### src/rtl/keypad_pkg.sv
// Shared types and constants for the 4x4 hex keypad scanner.
package keypad_pkg;

  typedef enum logic [1:0] {
    SCAN,
    DEBOUNCE,
    HELD,
    RELEASE
  } state_t;

  localparam logic [3:0] ROW_RESET = 4'b1110;
  localparam logic [3:0] COL_IDLE  = 4'hF;

  // Counter widths; DEBOUNCE_TICKS must fit CNT_W and REPEAT_TICKS must fit REP_W.
  localparam int CNT_W = 8;
  localparam int REP_W = 16;

  function automatic logic [1:0] low_index(input logic [3:0] c);
    if (!c[0])      return 2'd0;
    else if (!c[1]) return 2'd1;
    else if (!c[2]) return 2'd2;
    else if (!c[3]) return 2'd3;
    else            return 2'd0;
  endfunction

endpackage

### src/rtl/keypad_tick_gen.sv
// Free-running divider: tick is high for one clk cycle out of every SCAN_DIV.
module keypad_tick_gen #(
  parameter int SCAN_DIV = 50000
) (
  input  logic clk,
  input  logic rst,
  output logic tick
);

  localparam int DW = (SCAN_DIV > 1) ? $clog2(SCAN_DIV) : 1;

  logic [DW-1:0] div_cnt;

  assign tick = (div_cnt == DW'(SCAN_DIV - 1));

  always_ff @(posedge clk) begin
    if (!rst)      div_cnt <= '0;
    else if (tick) div_cnt <= '0;
    else           div_cnt <= div_cnt + DW'(1);
  end

endmodule

### src/rtl/keypad_scanner.sv
// 4x4 hex keypad scanner with debounce, key events and a 16-bit entry register.
// Define KEYPAD_REPEAT_EN to re-emit the held key every REPEAT_TICKS ticks.
module keypad_scanner
  import keypad_pkg::*;
#(
  parameter int SCAN_DIV       = 50000,
  parameter int DEBOUNCE_TICKS = 4,
  parameter int REPEAT_TICKS   = 64
) (
  input  logic        clk,
  input  logic        rst,
  input  logic [3:0]  col,
  input  logic        clr,
  output logic [3:0]  row,
  output logic        key_valid,
  output logic [3:0]  key_code,
  output logic        key_down,
  output logic [15:0] value
);

  if (SCAN_DIV < 2 || DEBOUNCE_TICKS < 1 || REPEAT_TICKS < 1) begin : g_bad_param
    $error("keypad_scanner: parameter out of range");
  end

  logic             tick;
  logic [3:0]       col_meta, col_s;
  state_t           state, state_nxt;
  logic [1:0]       row_idx, row_idx_nxt;
  logic [1:0]       lat_col, lat_col_nxt;
  logic [CNT_W-1:0] cnt, cnt_nxt;
  logic [1:0]       col_idx;
  logic             pressed;
  logic             emit;
  logic [3:0]       emit_code;
`ifdef KEYPAD_REPEAT_EN
  logic [REP_W-1:0] rep_cnt, rep_nxt;
`endif

  keypad_tick_gen #(.SCAN_DIV(SCAN_DIV)) u_tick (
    .clk  (clk),
    .rst  (rst),
    .tick (tick)
  );

  always_comb begin
    case (row_idx)
      2'd0:    row = ROW_RESET;
      2'd1:    row = {ROW_RESET[2:0], ROW_RESET[3]};
      2'd2:    row = {ROW_RESET[1:0], ROW_RESET[3:2]};
      default: row = {ROW_RESET[0], ROW_RESET[3:1]};
    endcase
  end

  assign key_down = (state == HELD) || (state == RELEASE);
  assign col_idx  = low_index(col_s);
  assign pressed  = (col_s != COL_IDLE);

  // Every decision is taken on tick; between ticks the state simply holds.
  always_comb begin
    state_nxt   = state;
    row_idx_nxt = row_idx;
    lat_col_nxt = lat_col;
    cnt_nxt     = cnt;
    emit        = 1'b0;
    emit_code   = key_code;
`ifdef KEYPAD_REPEAT_EN
    rep_nxt     = rep_cnt;
`endif
    if (tick) begin
      case (state)
        SCAN: begin
          if (pressed) begin
            lat_col_nxt = col_idx;
            if (DEBOUNCE_TICKS == 1) begin
              state_nxt = HELD;
              emit      = 1'b1;
              emit_code = {row_idx, col_idx};
`ifdef KEYPAD_REPEAT_EN
              rep_nxt   = '0;
`endif
            end else begin
              cnt_nxt   = CNT_W'(1);
              state_nxt = DEBOUNCE;
            end
          end else begin
            row_idx_nxt = row_idx + 2'd1;
          end
        end
        DEBOUNCE: begin
          if (!col_s[lat_col]) begin
            if ((cnt + CNT_W'(1)) == CNT_W'(DEBOUNCE_TICKS)) begin
              state_nxt = HELD;
              emit      = 1'b1;
              emit_code = {row_idx, lat_col};
`ifdef KEYPAD_REPEAT_EN
              rep_nxt   = '0;
`endif
            end else begin
              cnt_nxt = cnt + CNT_W'(1);
            end
          end else begin
            state_nxt   = SCAN;
            row_idx_nxt = row_idx + 2'd1;
          end
        end
        HELD: begin
          if (!pressed) begin
            if (DEBOUNCE_TICKS == 1) begin
              state_nxt   = SCAN;
              row_idx_nxt = row_idx + 2'd1;
            end else begin
              cnt_nxt   = CNT_W'(1);
              state_nxt = RELEASE;
            end
          end else begin
`ifdef KEYPAD_REPEAT_EN
            if ((rep_cnt + REP_W'(1)) == REP_W'(REPEAT_TICKS)) begin
              rep_nxt = '0;
              emit    = 1'b1;
            end else begin
              rep_nxt = rep_cnt + REP_W'(1);
            end
`endif
          end
        end
        RELEASE: begin
          if (!pressed) begin
            if ((cnt + CNT_W'(1)) == CNT_W'(DEBOUNCE_TICKS)) begin
              state_nxt   = SCAN;
              row_idx_nxt = row_idx + 2'd1;
            end else begin
              cnt_nxt = cnt + CNT_W'(1);
            end
          end else begin
            state_nxt = HELD;
`ifdef KEYPAD_REPEAT_EN
            rep_nxt   = '0;
`endif
          end
        end
        default: state_nxt = SCAN;
      endcase
    end
  end

  // clr has priority over a coinciding event, so that digit is dropped.
  always_ff @(posedge clk) begin
    if (!rst) begin
      col_meta  <= COL_IDLE;
      col_s     <= COL_IDLE;
      state     <= SCAN;
      row_idx   <= 2'd0;
      lat_col   <= 2'd0;
      cnt       <= '0;
      key_valid <= 1'b0;
      key_code  <= 4'h0;
      value     <= 16'h0000;
`ifdef KEYPAD_REPEAT_EN
      rep_cnt   <= '0;
`endif
    end else begin
      col_meta  <= col;
      col_s     <= col_meta;
      state     <= state_nxt;
      row_idx   <= row_idx_nxt;
      lat_col   <= lat_col_nxt;
      cnt       <= cnt_nxt;
      key_valid <= emit;
      if (emit) key_code <= emit_code;
      if (clr)       value <= 16'h0000;
      else if (emit) value <= {value[11:0], emit_code};
`ifdef KEYPAD_REPEAT_EN
      rep_cnt   <= rep_nxt;
`endif
    end
  end

endmodule
### config.mk
export PLATFORM = sky130hd
export DESIGN_NAME = keypad_scanner
export DESIGN_NICKNAME = d
export VERILOG_FILES = /design/src/rtl/keypad_pkg.sv /design/src/rtl/keypad_tick_gen.sv /design/src/rtl/keypad_scanner.sv
export SDC_FILE = /design/constraint.sdc
export NUM_CORES = 1
export LEC_CHECK = 0
export CORE_MARGIN = 10
export CORE_UTILIZATION = 40
export DETAILED_ROUTE_END_ITERATION = 7
export GPL_ROUTABILITY_DRIVEN = 1
export PLACE_DENSITY = 0.64
export SYNTH_ARGS = -nofsm -noshare
export SYNTH_HDL_FRONTEND = slang
export SYNTH_SLANG_ARGS = --single-unit
### constraint.sdc
create_clock -name clk -period 4.05 [get_ports clk]
set_clock_uncertainty 0.15 [all_clocks]
set_input_delay 0.6075 -clock clk [delete_from_list [all_inputs] [get_ports clk]]
set_output_delay 0.6075 -clock clk [all_outputs]
set_load 0.02 [all_outputs]
After elaboration in Yosys (flattened, before gate mapping)
Cells that the tools add are included.
{"block": "op_classes", "n_addsub": 3, "order_cmp": 1, "n_eq_ne": 17, "muxes": 33, "n_bitwise": 1, "n_reduce_logical": 10}
{"operator": "$mux W8", "n": 5}
{"operator": "$pmux W8 S4", "n": 1}
{"operator": "$mux W2", "n": 14}
{"operator": "$add A16 B1 Y16 const B", "n": 1}
{"operator": "$eq A16 B16 Y1 const B", "n": 1}
{"operator": "$mux W4", "n": 4}
{"operator": "$ne A2 B2 Y1 const B", "n": 6}
{"operator": "$pmux W4 S3", "n": 1}
{"operator": "$reduce_and A5 Y1", "n": 2}
{"operator": "$add A8 B1 Y8 const B", "n": 1}
{"operator": "$eq A8 B3 Y1 const B", "n": 1}
{"operator": "$pmux W2 S4", "n": 1}
{"operator": "$eq A2 B2 Y1 const B", "n": 3}
{"operator": "$pmux W2 S3", "n": 1}
{"operator": "$reduce_and A6 Y1", "n": 1}
{"operator": "$mux W1", "n": 5}
{"operator": "$eq A2 B1 Y1 const B", "n": 2}
{"operator": "$logic_not A2 Y1", "n": 2}
{"operator": "$ne A4 B4 Y1 const B", "n": 1}
{"operator": "$reduce_or A2 Y1", "n": 2}
{"operator": "$lt A2 B3 Y1 const B", "n": 1}
{"operator": "$ne A3 B2 Y1 const B", "n": 1}
{"operator": "$ne A3 B3 Y1 const B", "n": 1}
{"operator": "$reduce_and A3 Y1", "n": 1}
{"operator": "other kinds (6)", "n": 6}
{"block": "totals", "register_bits": 59, "in_bits": 7, "output_inout_bits": 26, "word_cells": 75}

Longest topological paths before layout
Gate-level depths: netlist of the first run.
{"block": "depth", "depth_word": 6, "depth_mapped": 9, "ltp_nobuf": 6}

Cells and area by module
From an unflattened synthesis of the first run, not the netlist that was laid out.
{"block": "hier_totals", "hier_cells": 300, "hier_area_um2": 2701.3}
{"module": "keypad_scanner", "n_inst": 1, "cells_per_inst": 219, "area_per_inst_um2": 1954.4, "seq_area_each_um2": 860.8}
{"module": "keypad_tick_gen", "n_inst": 1, "cells_per_inst": 81, "area_per_inst_um2": 747.0, "seq_area_each_um2": 320.3}

Worst setup path after synthesis of the first run
OpenSTA, ideal clock, no wires.
{"block": "synth_path", "path_type": "register to register", "from": "register cnt[0]", "to": "register key_code[2]", "setup_ns": 0.072, "t_arrival_ns": 2.040, "required_ns": 3.828, "slack_ns": 1.788, "path_stages_with_launch": 9, "path_cell_list": "dfxtp_1 -> ha_1 -> xor2_1 -> nand3_1 -> or4_1 -> buf_4 -> nor3_4 -> buf_6 -> mux2i_1"}
{"block": "synth_via", "elab_chain_cells": 6}
{"item": "start: declaration", "line": "keypad_scanner.sv:30", "source": "logic [CNT_W-1:0] cnt, cnt_nxt;"}
{"item": "start signal: assignment", "line": "keypad_scanner.sv:167", "source": "cnt <= cnt_nxt;"}
{"item": "$add A8 B1 Y8 *", "line": "keypad_scanner.sv:91", "source": "if ((cnt + CNT_W'(1)) == CNT_W'(DEBOUNCE_TICKS)) begin"}
{"item": "$eq A8 B3 Y1 *", "line": "keypad_scanner.sv:91"}
{"item": "$mux W4 / $mux W1 (equally long branches)", "line": "keypad_scanner.sv:91"}
{"item": "$mux W4 / $mux W1 (equally long branches)", "line": "keypad_scanner.sv:90", "source": "if (!col_s[lat_col]) begin"}
{"item": "$mux W4 / $mux W1 (equally long branches)", "line": "keypad_scanner.sv:70", "source": "case (state)"}
{"item": "$mux W4 / $mux W1 (equally long branches)", "line": "keypad_scanner.sv:69", "source": "if (tick) begin"}
{"item": "end signal: assignment", "line": "keypad_scanner.sv:169", "source": "if (emit) key_code <= emit_code;"}
{"item": "end: declaration", "line": "keypad_scanner.sv:16", "source": "output logic [3:0] key_code,"}
Mark *: on every way between the ends. The rest lies on a longest branch, timed or not.
A chain may end at the register's enable or synchronous reset.

Worst setup path in the final report of the first run
{"block": "layout_path", "from": "register cnt[0]", "to": "register value[15]"}
{"block": "layout_via", "elab_chain_cells": 6}
{"item": "$add A8 B1 Y8", "line": "keypad_scanner.sv:91"}
{"item": "$eq A8 B3 Y1", "line": "keypad_scanner.sv:91"}
{"item": "$mux W1", "line": "keypad_scanner.sv:91"}
{"item": "$mux W1", "line": "keypad_scanner.sv:90"}
{"item": "$mux W1", "line": "keypad_scanner.sv:70"}
{"item": "$mux W1", "line": "keypad_scanner.sv:69"}
{"item": "end signal: assignment", "line": "keypad_scanner.sv:171", "source": "else if (emit) value <= {value[11:0], emit_code};"}
{"item": "end: declaration", "line": "keypad_scanner.sv:18", "source": "output logic [15:0] value"}
No other way between the ends.

==> results of run 1 <==
[cell type report]
class	count	area share, %
inverter	12	1.366
sequential	59	35.83
clock buffer	9	3.757
multi-input combinational	204	43.15
timing repair buffer	35	10.40
tap	80	3.036
clock inverter	7	2.467
[sequential cells by signal, summed over array words and instances, names as in the netlist]
signal	flops
u_tick.div_cnt	16
state	2
lat_col	2
key_code	4
key_valid	1
col_meta	4
value	16
row_idx	2
col_s	4
cnt	8
[layer usage]
layer / share of wire, % / vias up / wire length [um]
li1: - / 1070 / -
met1: 45 / 974 / 2513
met2: 45 / 54 / 2497
met3: 7.8 / 8 / 430
met4: 1.6 / 0 / 89
met5: 0 / - / 0
[critical path, cell delays in order (launching register included)]
cell and delay (ns):
dfxtp_1 0.45, ha_1 0.27, xor2_1 0.15, nand3_1 0.10
or4_1 0.72, nor3_4 0.23, buf_4 0.34, mux2i_1 0.23
[synthesized netlist by cell type (2+ instances only)]
cell type  count
a21oi_1        8
a22o_1         3
and3_1         9
and4_1         5
buf_2          3
buf_6          2
clkbuf_1      11
dfxtp_1       59
ha_1           7
inv_1         11
mux2i_1       23
nand2_1       41
nand2b_1       9
nand3_1       16
nand4_1        4
nor2_1        22
nor2b_1        3
nor3_1         2
nor3_4         2
nor4_1         3
o21ai_0        3
xnor2_1        8
xor2_1         9
[worst paths after layout]
kind | from | endpoint | slack, ns | depth (start not counted)
worst max-delay path | cnt[0] | value[15] | 1.34 | 7
worst min-delay path | col_meta[0] | col_s[0] | 0.26 | 1
worst min register to register | col_meta[0] | col_s[0] | 0.26 | 1
worst max register to register | cnt[0] | value[15] | 1.34 | 7
[cells in the final DEF, fill, tap and decap left out, types with 2 or more instances in the layout]
master           Yosys  routed
nor2_1              22      22
buf_4                1       3
and4_1               5       5
xor2_1               9       9
clkdlybuf4s50_1      0      32
o21ai_0              3       3
nand2_1             41      41
nand4_1              4       4
inv_1               11      11
nor3_1               2       2
nand2b_1             9       9
inv_6                0       4
xnor2_1              8       8
clkbuf_8             0       9
a22o_1               3       3
and3_1               9       9
nor4_1               3       3
ha_1                 7       7
dfxtp_1             59      59
mux2i_1             23      23
nor3_4               2       2
nor2b_1              3       3
a21oi_1              8       8
nand3_1             16      16
[power groups by stage]
stage	Clock, mW	Combinational [mW]	Sequential [mW]
floorplan	0	0.0217	0.602
global placement	0	0.0319	0.602
detailed placement	0	0.0322	0.602
CTS	0.576	0.0324	0.589
global route	0.602	0.0361	0.590
finish	0.560	0.0321	0.589
[cells by family after synthesis]
logic type | Yosys count | share of synthesized area, %
XOR/XNOR | 18 | 6.039
flip-flops | 59 | 43.18
AND/OR/NAND/NOR | 126 | 24.75
adder cells (fa/ha/maj) | 7 | 3.202
AO/OA/AOI/OAI | 29 | 8.784
multiplexers | 24 | 9.241
buffers and inverters | 29 | 4.803
[through the flow]
step / hold slack, ns / std cells / setup slack, ns / utilization, %
after CTS: 0.2596 / 406 / 1.309 / 49.07
after floorplan: 0.2363 / 292 / 1.788 / -
final: 0.2576 / 406 / 1.335 / 49.07
after global routing: 0.2873 / 406 / 1.124 / 49.07
after detailed placement: 0.2421 / 390 / 1.327 / 46.01
after global placement: 0.2394 / 390 / 1.345 / 46.01
==> flow_metrics.env, run 1 <==
export IMPL_synth_top_cells_by_area="dfxtp_1 43%, mux2i_1 8.4%, nand2_1 5.6%, ha_1 3.2%, nor2_1 3.0%"
export IMPL_register_area_mm2=0.001181
export IMPL_final_cell_area_mm2=0.003297
export IMPL_die_area_mm2=0.01055
export IMPL_drt_iter0_markers=95
export IMPL_cts_buffers=9
export IMPL_worstSetupPathType="reg -> reg"
export IMPL_irDropWorstVdd_v=0.0001667
export IMPL_io_buffer_count=32
export IMPL_post_route_period_util_pct=67.03
export IMPL_clk_pin_slew_worst_paths_ns=0.08
export IMPL_cts_hold_buffers=0
export IMPL_syn2layout_area_growth_pct=20.54
export IMPL_critPathRequiredTime_ns=4.19
export IMPL_top_usage_layer="met2"
export IMPL_synth_edff_count=0
export IMPL_antenna_found_initial=0
export IMPL_ys_ff_latch=59
export IMPL_cts_tree="done"
export IMPL_synth_largest_area_cell="dfxtp_1"
export IMPL_diodes=0
export IMPL_drv_slew=0
export IMPL_comb_power_share_pct=2.7
export IMPL_finalPower_mw=1.181
export IMPL_rsz0062_at_grt="no"
export IMPL_crit_fanout=20
export IMPL_netlist_area_leader_share_pct=43.18
export IMPL_num_vias=2106
export IMPL_track_usage_pct=11.26
export IMPL_fill_cells=607
export IMPL_root_buffer="clkbuf_8"
export IMPL_die_y_um=102.7
export IMPL_seq_power_share_pct=49.9
export IMPL_drv_cap=0
export IMPL_final_min_clock_period_ns=2.715
export IMPL_yosysSeqAreaShare_pct=43.18
export IMPL_slew_headroom_pct=55.41
export IMPL_powerDensity_mw_per_mm2=358.1
export IMPL_ys_warn_count=0
export IMPL_async_flop_share_pct=0
export IMPL_finalSetupViolations=0
export IMPL_grt_pass1_vias=2000
export IMPL_p_leak_nw=1.181
export IMPL_clk_path_buf_depth=2
export IMPL_drc=0
export IMPL_dp_hpwl_mm=3.722
export IMPL_avgSynthCellArea_um2=9.367
export IMPL_tightest_slew_ns=0.6627
export IMPL_multi_input_area_mm2=0.001423
export IMPL_num_nets_final=335
export IMPL_clk_latency_ns=0.35
export IMPL_synthCells=292
export IMPL_cp_arrival_ns=2.85
export IMPL_layout_drive_gt1_share_pct=9.202
export IMPL_drt_pass1_iterations=4
export IMPL_synth_cell_types=52
export IMPL_htreeDepth=3
export IMPL_met1_usage_pct=13.13
export IMPL_wl_mm=5.530
export IMPL_fmax_ghz=0.3684
export IMPL_ant_nets=0
export IMPL_grt_pass1_wl_mm=9.349
export IMPL_grt_overflow_total=0
export IMPL_die_w_um=102.7
export IMPL_gr_usage_met2_pct=16.63
export IMPL_setup_tns_ns=0
export IMPL_clockPowerShare_pct=47.4
export IMPL_io_pins=33
export IMPL_core_area_mm2=0.006719
export IMPL_p_sw_share_pct=24.37
export IMPL_cell_internal_pwr_mw=0.8929
export IMPL_place_congestion=0.8228
export IMPL_start_kind="register"
export IMPL_synth_nets=306
export IMPL_grt_max_degree=29
export IMPL_vias_per_cell=5.187
export IMPL_p_sw_mw=0.2878
export IMPL_final_hold_viol_count=0
export IMPL_end_kind="register"
export IMPL_placed_area_mm2=0.003092
export IMPL_synthFlopType="dfxtp_1"
export IMPL_syn_area_mm2=0.002735
export IMPL_start_util_pct=40.71
export IMPL_post_cts_buffers=0
export IMPL_hold_path_class="reg -> reg"
export IMPL_cts_sinks=59
export IMPL_met3_usage_pct=6.166
export IMPL_fp_row_count=30
export IMPL_run_status="complete, no violations"
export IMPL_cts_resized=0
export IMPL_routedWlPerCell_um=13.62
Power figures use the tool's default switching activity.
==> run 2, diff against run 1 <==
clock period = 2.7 ns   (was 4.05 ns; I/O delays follow)
==> flow_metrics.env, run 2 (synthesized netlist as in run 1, its figures left out) <==
export IMPL_dp_hpwl_mm=3.933
export IMPL_post_cts_buffers=0
export IMPL_cts_tree="done"
export IMPL_clk_path_buf_depth=2
export IMPL_drv_cap=0
export IMPL_layout_common_cells="59 x dfxtp_1, 41 x nand2_1, 32 x clkdlybuf4s50_1"
export IMPL_die_w_um=102.7
export IMPL_grt_max_degree=23
export IMPL_gr_usage_met2_pct=16.58
export IMPL_num_nets_final=342
export IMPL_tightest_slew_ns=0.6101
export IMPL_cts_hold_buffers=0
export IMPL_routedWlPerCell_um=13.40
export IMPL_vias_per_cell=5.116
export IMPL_met1_usage_pct=13.45
export IMPL_io_buffer_count=32
export IMPL_dp_slack_ns=0.1551
export IMPL_io_pins=33
export IMPL_start_util_pct=40.71
export IMPL_syn2layout_area_growth_pct=23.74
export IMPL_final_cell_area_mm2=0.003385
export IMPL_fmax_ghz=0.4124
export IMPL_track_usage_pct=11.13
export IMPL_place_congestion=0.8377
export IMPL_worstSetupPathType="reg -> reg"
export IMPL_grt_overflow_total=0
export IMPL_end_kind="register"
export IMPL_hold_path_class="reg -> reg"
export IMPL_finalSetupViolations=0
export IMPL_met3_usage_pct=3.753
export IMPL_final_hold_viol_count=0
export IMPL_drc=0
export IMPL_core_area_mm2=0.006719
export IMPL_diodes=0
export IMPL_post_route_period_util_pct=89.80
export IMPL_reg_top3="u_tick.div_cnt: 16 flops, value: 16 flops, cnt: 8 flops"
export IMPL_cts_buffers=9
export IMPL_placed_area_mm2=0.003157
export IMPL_powerDensity_mw_per_mm2=540.7
export IMPL_drt_pass1_iterations=4
export IMPL_critPathRequiredTime_ns=2.81
export IMPL_drt_iter0_markers=103
export IMPL_drv_slew=0
export IMPL_slowest_stage="or4_4"
export IMPL_fill_cells=615
export IMPL_setup_tns_ns=0
export IMPL_layout_drive_gt1_share_pct=11.41
export IMPL_grt_pass1_vias=2051
export IMPL_setup_slack_ns=0.2754
export IMPL_root_buffer="clkbuf_8"
export IMPL_die_y_um=102.7
export IMPL_mostFrequentLayoutCell="dfxtp_1"
export IMPL_num_vias=2113
export IMPL_path_buf_inv=1
export IMPL_grt_pass1_wl_mm=9.439
export IMPL_cp_top_family="simple AND/OR/NAND/NOR gates"
export IMPL_cp_arrival_ns=2.53
export IMPL_clk_latency_ns=0.33
export IMPL_clk_pin_slew_worst_paths_ns=0.07
export IMPL_run_status="complete, no violations"
export IMPL_irDropWorstVdd_v=0.0003303
export IMPL_top_usage_layer="met2"
export IMPL_slew_headroom_pct=59.29
export IMPL_wl_mm=5.536
export IMPL_die_area_mm2=0.01055
export IMPL_cts_resized=0
export IMPL_ant_nets=0
export IMPL_crit_fanout=20
export IMPL_antenna_found_initial=0
export IMPL_rsz0062_at_grt="no"
export IMPL_fp_row_count=30
export IMPL_max_stage_delay_ns=0.58
export IMPL_start_kind="register"
export IMPL_p_leak_nw=1.235
export IMPL_htreeDepth=3
export IMPL_cts_sinks=59
export IMPL_final_min_clock_period_ns=2.425
export IMPL_path_cells="ha_1, xor2_1, nand3_1, or4_4, nor3_4, buf_12, mux2i_1"
-- run 2: worst register-to-register path, stage by stage (launching register included) --
cell and delay (ns):
dfxtp_1 0.44, ha_1 0.27, xor2_1 0.16, nand3_1 0.11, or4_4 0.58, nor3_4 0.23, buf_12 0.21, mux2i_1 0.21
-- run 2: cell type report --
type	count	area (um2)	share of cell area (%)
multi-input combinational	204	1426	42.14
sequential	59	1181	34.90
timing repair buffer	42	407.9	12.05
inverter	12	45.04	1.331
tap	80	100.1	2.957
clock inverter	7	100.1	2.957
clock buffer	9	123.9	3.660
-- run 2: worst paths after layout --
| kind | startpoint | end | slack [ns] | depth (start not counted) |
|---|---|---|---|---|
| worst min register to register | col_meta[2] | col_s[2] | 0.26 | 1 |
| worst max-delay path | cnt[1] | value[4] | 0.28 | 7 |
| worst max register to register | cnt[1] | value[4] | 0.28 | 7 |
| worst min-delay path | col_meta[2] | col_s[2] | 0.26 | 1 |
-- run 2: power by group --
group	internal (mW)	switching, mW
combinational	0.0214	0.0281
clock	0.525	0.371
sequential	0.879	0.00447
total	1.43	0.404
-- run 2: metrics by stage --
step	hold slack (ns)	power, mW	util [%]	std cells
finish	0.2567	1.830	50.37	413
global route	0.2699	1.898	50.37	413
detailed placement	0.2454	0.9540	46.98	397
floorplan	0.2363	0.9350	-	292
global placement	0.2403	0.9536	46.98	397
CTS	0.2622	1.856	50.32	413
-- run 2: metal layers --
layer | part of all wire (%) | wire [um] | up-vias
met4 | 2.0 | 111 | 0
li1 | - | - | 1088
met5 | 0 | 0 | -
met2 | 45 | 2482 | 43
met1 | 48 | 2639 | 973
met3 | 5.5 | 304 | 9
==> run 3, diff against run 2 <==
CORE_UTILIZATION = 50   (was 40)
PLACE_DENSITY = 0.77   (was 0.64)
==> flow_metrics.env, run 3 (synthesized netlist as in run 1, its figures left out) <==
export IMPL_tightest_slew_ns=0.7090
export IMPL_routedWlPerCell_um=13.70
export IMPL_drv_slew=0
export IMPL_slew_headroom_pct=52.30
export IMPL_cts_tree="done"
export IMPL_met3_usage_pct=6.155
export IMPL_post_cts_buffers=0
export IMPL_dp_hpwl_mm=3.896
export IMPL_grt_pass1_vias=2059
export IMPL_grt_pass1_wl_mm=9.473
export IMPL_rsz0062_at_grt="no"
export IMPL_top_usage_layer="met2"
export IMPL_track_usage_pct=13.09
export IMPL_p_leak_nw=1.217
export IMPL_met1_usage_pct=16.25
export IMPL_multi_input_area_mm2=0.001426
export IMPL_drc=0
export IMPL_worstSetupPathType="reg -> reg"
export IMPL_mostFrequentLayoutCell="dfxtp_1"
export IMPL_final_min_clock_period_ns=2.399
export IMPL_final_hold_viol_count=0
export IMPL_hold_path_class="reg -> reg"
export IMPL_grt_max_degree=21
export IMPL_start_util_pct=52.55
export IMPL_fill_cells=438
export IMPL_final_cell_area_mm2=0.003358
export IMPL_io_buffer_count=32
export IMPL_max_stage_delay_ns=0.74
export IMPL_cp_arrival_ns=2.53
export IMPL_fp_row_count=26
export IMPL_cts_sinks=59
export IMPL_layout_drive_gt1_share_pct=10.88
export IMPL_setup_tns_ns=0
export IMPL_layout_common_cells="59 x dfxtp_1, 41 x nand2_1, 32 x clkdlybuf4s50_1"
export IMPL_place_congestion=0.8572
export IMPL_crit_fanout=9
export IMPL_reg_top3="u_tick.div_cnt: 16 flops, value: 16 flops, cnt: 8 flops"
export IMPL_ant_nets=0
export IMPL_cts_buffers=9
export IMPL_diodes=0
export IMPL_post_route_period_util_pct=88.85
export IMPL_irDropWorstVdd_v=0.0003495
export IMPL_cts_hold_buffers=0
export IMPL_fmax_ghz=0.4169
export IMPL_antenna_found_initial=0
export IMPL_die_area_mm2=0.008828
export IMPL_io_pins=33
export IMPL_powerDensity_mw_per_mm2=544.2
export IMPL_slowest_stage="nor4_1"
export IMPL_drt_iter0_markers=135
export IMPL_gr_usage_met2_pct=18.43
export IMPL_register_area_mm2=0.001181
export IMPL_htreeDepth=3
export IMPL_clk_latency_ns=0.34
export IMPL_root_buffer="clkbuf_8"
export IMPL_core_area_mm2=0.005205
export IMPL_cts_resized=0
export IMPL_start_kind="register"
export IMPL_finalSetupViolations=0
export IMPL_drt_pass1_iterations=4
export IMPL_wl_mm=5.494
export IMPL_grt_overflow_total=0
export IMPL_num_vias=2129
export IMPL_clk_pin_slew_worst_paths_ns=0.07
export IMPL_syn2layout_area_growth_pct=22.78
export IMPL_path_cells="nor4b_2, nand4_2, nor4_1, a41o_1, o31a_1"
export IMPL_end_kind="register"
export IMPL_drv_cap=0
export IMPL_die_y_um=93.96
export IMPL_run_status="complete, no violations"
export IMPL_num_nets_final=340
export IMPL_critPathRequiredTime_ns=2.83
export IMPL_placed_area_mm2=0.003129
export IMPL_clk_path_buf_depth=2
export IMPL_vias_per_cell=5.309
export IMPL_die_w_um=93.96
## run 3: cell types whose count changed in the layout (fill, tap and decap cells not counted)
| cell | before | now |
|---|---|---|
| clkinvlp_4 | 0 | 2 |
| buf_4 | 9 | 7 |
| clkinv_2 | 1 | 0 |
| clkinv_4 | 3 | 2 |
## run 3: final timing paths
kind	from	end	slack (ns)	cells after the start
min reg2reg	col_meta[1]	col_s[1]	0.26	1
max reg2reg	u_tick.div_cnt[10]	cnt[5]	0.30	5
max	u_tick.div_cnt[10]	cnt[5]	0.30	5
min	col_meta[1]	col_s[1]	0.26	1
## run 3: stage by stage
| step | setup WS [ns] | power [mW] | util [%] | instances | hold slack, ns |
|---|---|---|---|---|---|
| CTS | 0.1643 | 1.853 | 64.45 | 401 | 0.2603 |
| detailed placement | 0.1678 | 0.9548 | 60.12 | 385 | 0.2436 |
| global placement | 0.2500 | 0.9530 | 60.12 | 385 | 0.2385 |
| floorplan | 0.4384 | 0.9350 | - | 292 | 0.2363 |
| finish | 0.3011 | 1.828 | 64.52 | 401 | 0.2591 |
| global route | 0.1499 | 1.892 | 64.52 | 401 | 0.2773 |
## run 3: worst max-delay path: cells and delay by family (launching register included)
family / cells / cell delay (ns)
AOI/OAI and AO/OA: 2 / 0.39
DFF: 1 / 0.35
and+or+nand+nor: 3 / 1.45
## run 3: layout make-up
class / instances / share of cell area (%)
clock inverters: 7 / 3.018
multi-input cells: 204 / 42.47
well taps: 70 / 2.608
clock buffers: 9 / 3.689
inverters: 12 / 1.341
flip-flops and latches: 59 / 35.17
repair buffers: 40 / 11.70
## run 3: routing by layer
| metal | up-vias | wire (um) |
|---|---|---|
| li1 | 1080 | - |
| met1 | 981 | 2539 |
| met2 | 58 | 2395 |
| met3 | 10 | 465 |
| met4 | 0 | 93 |
| met5 | - | 0 |
## run 3: power breakdown
group | leakage (nW) | internal (mW) | switching, mW
logic | 0.633 | 0.0224 | 0.0287
registers | 0.478 | 0.879 | 0.00460
clock network | 0.106 | 0.525 | 0.368
total | 1.22 | 1.43 | 0.401
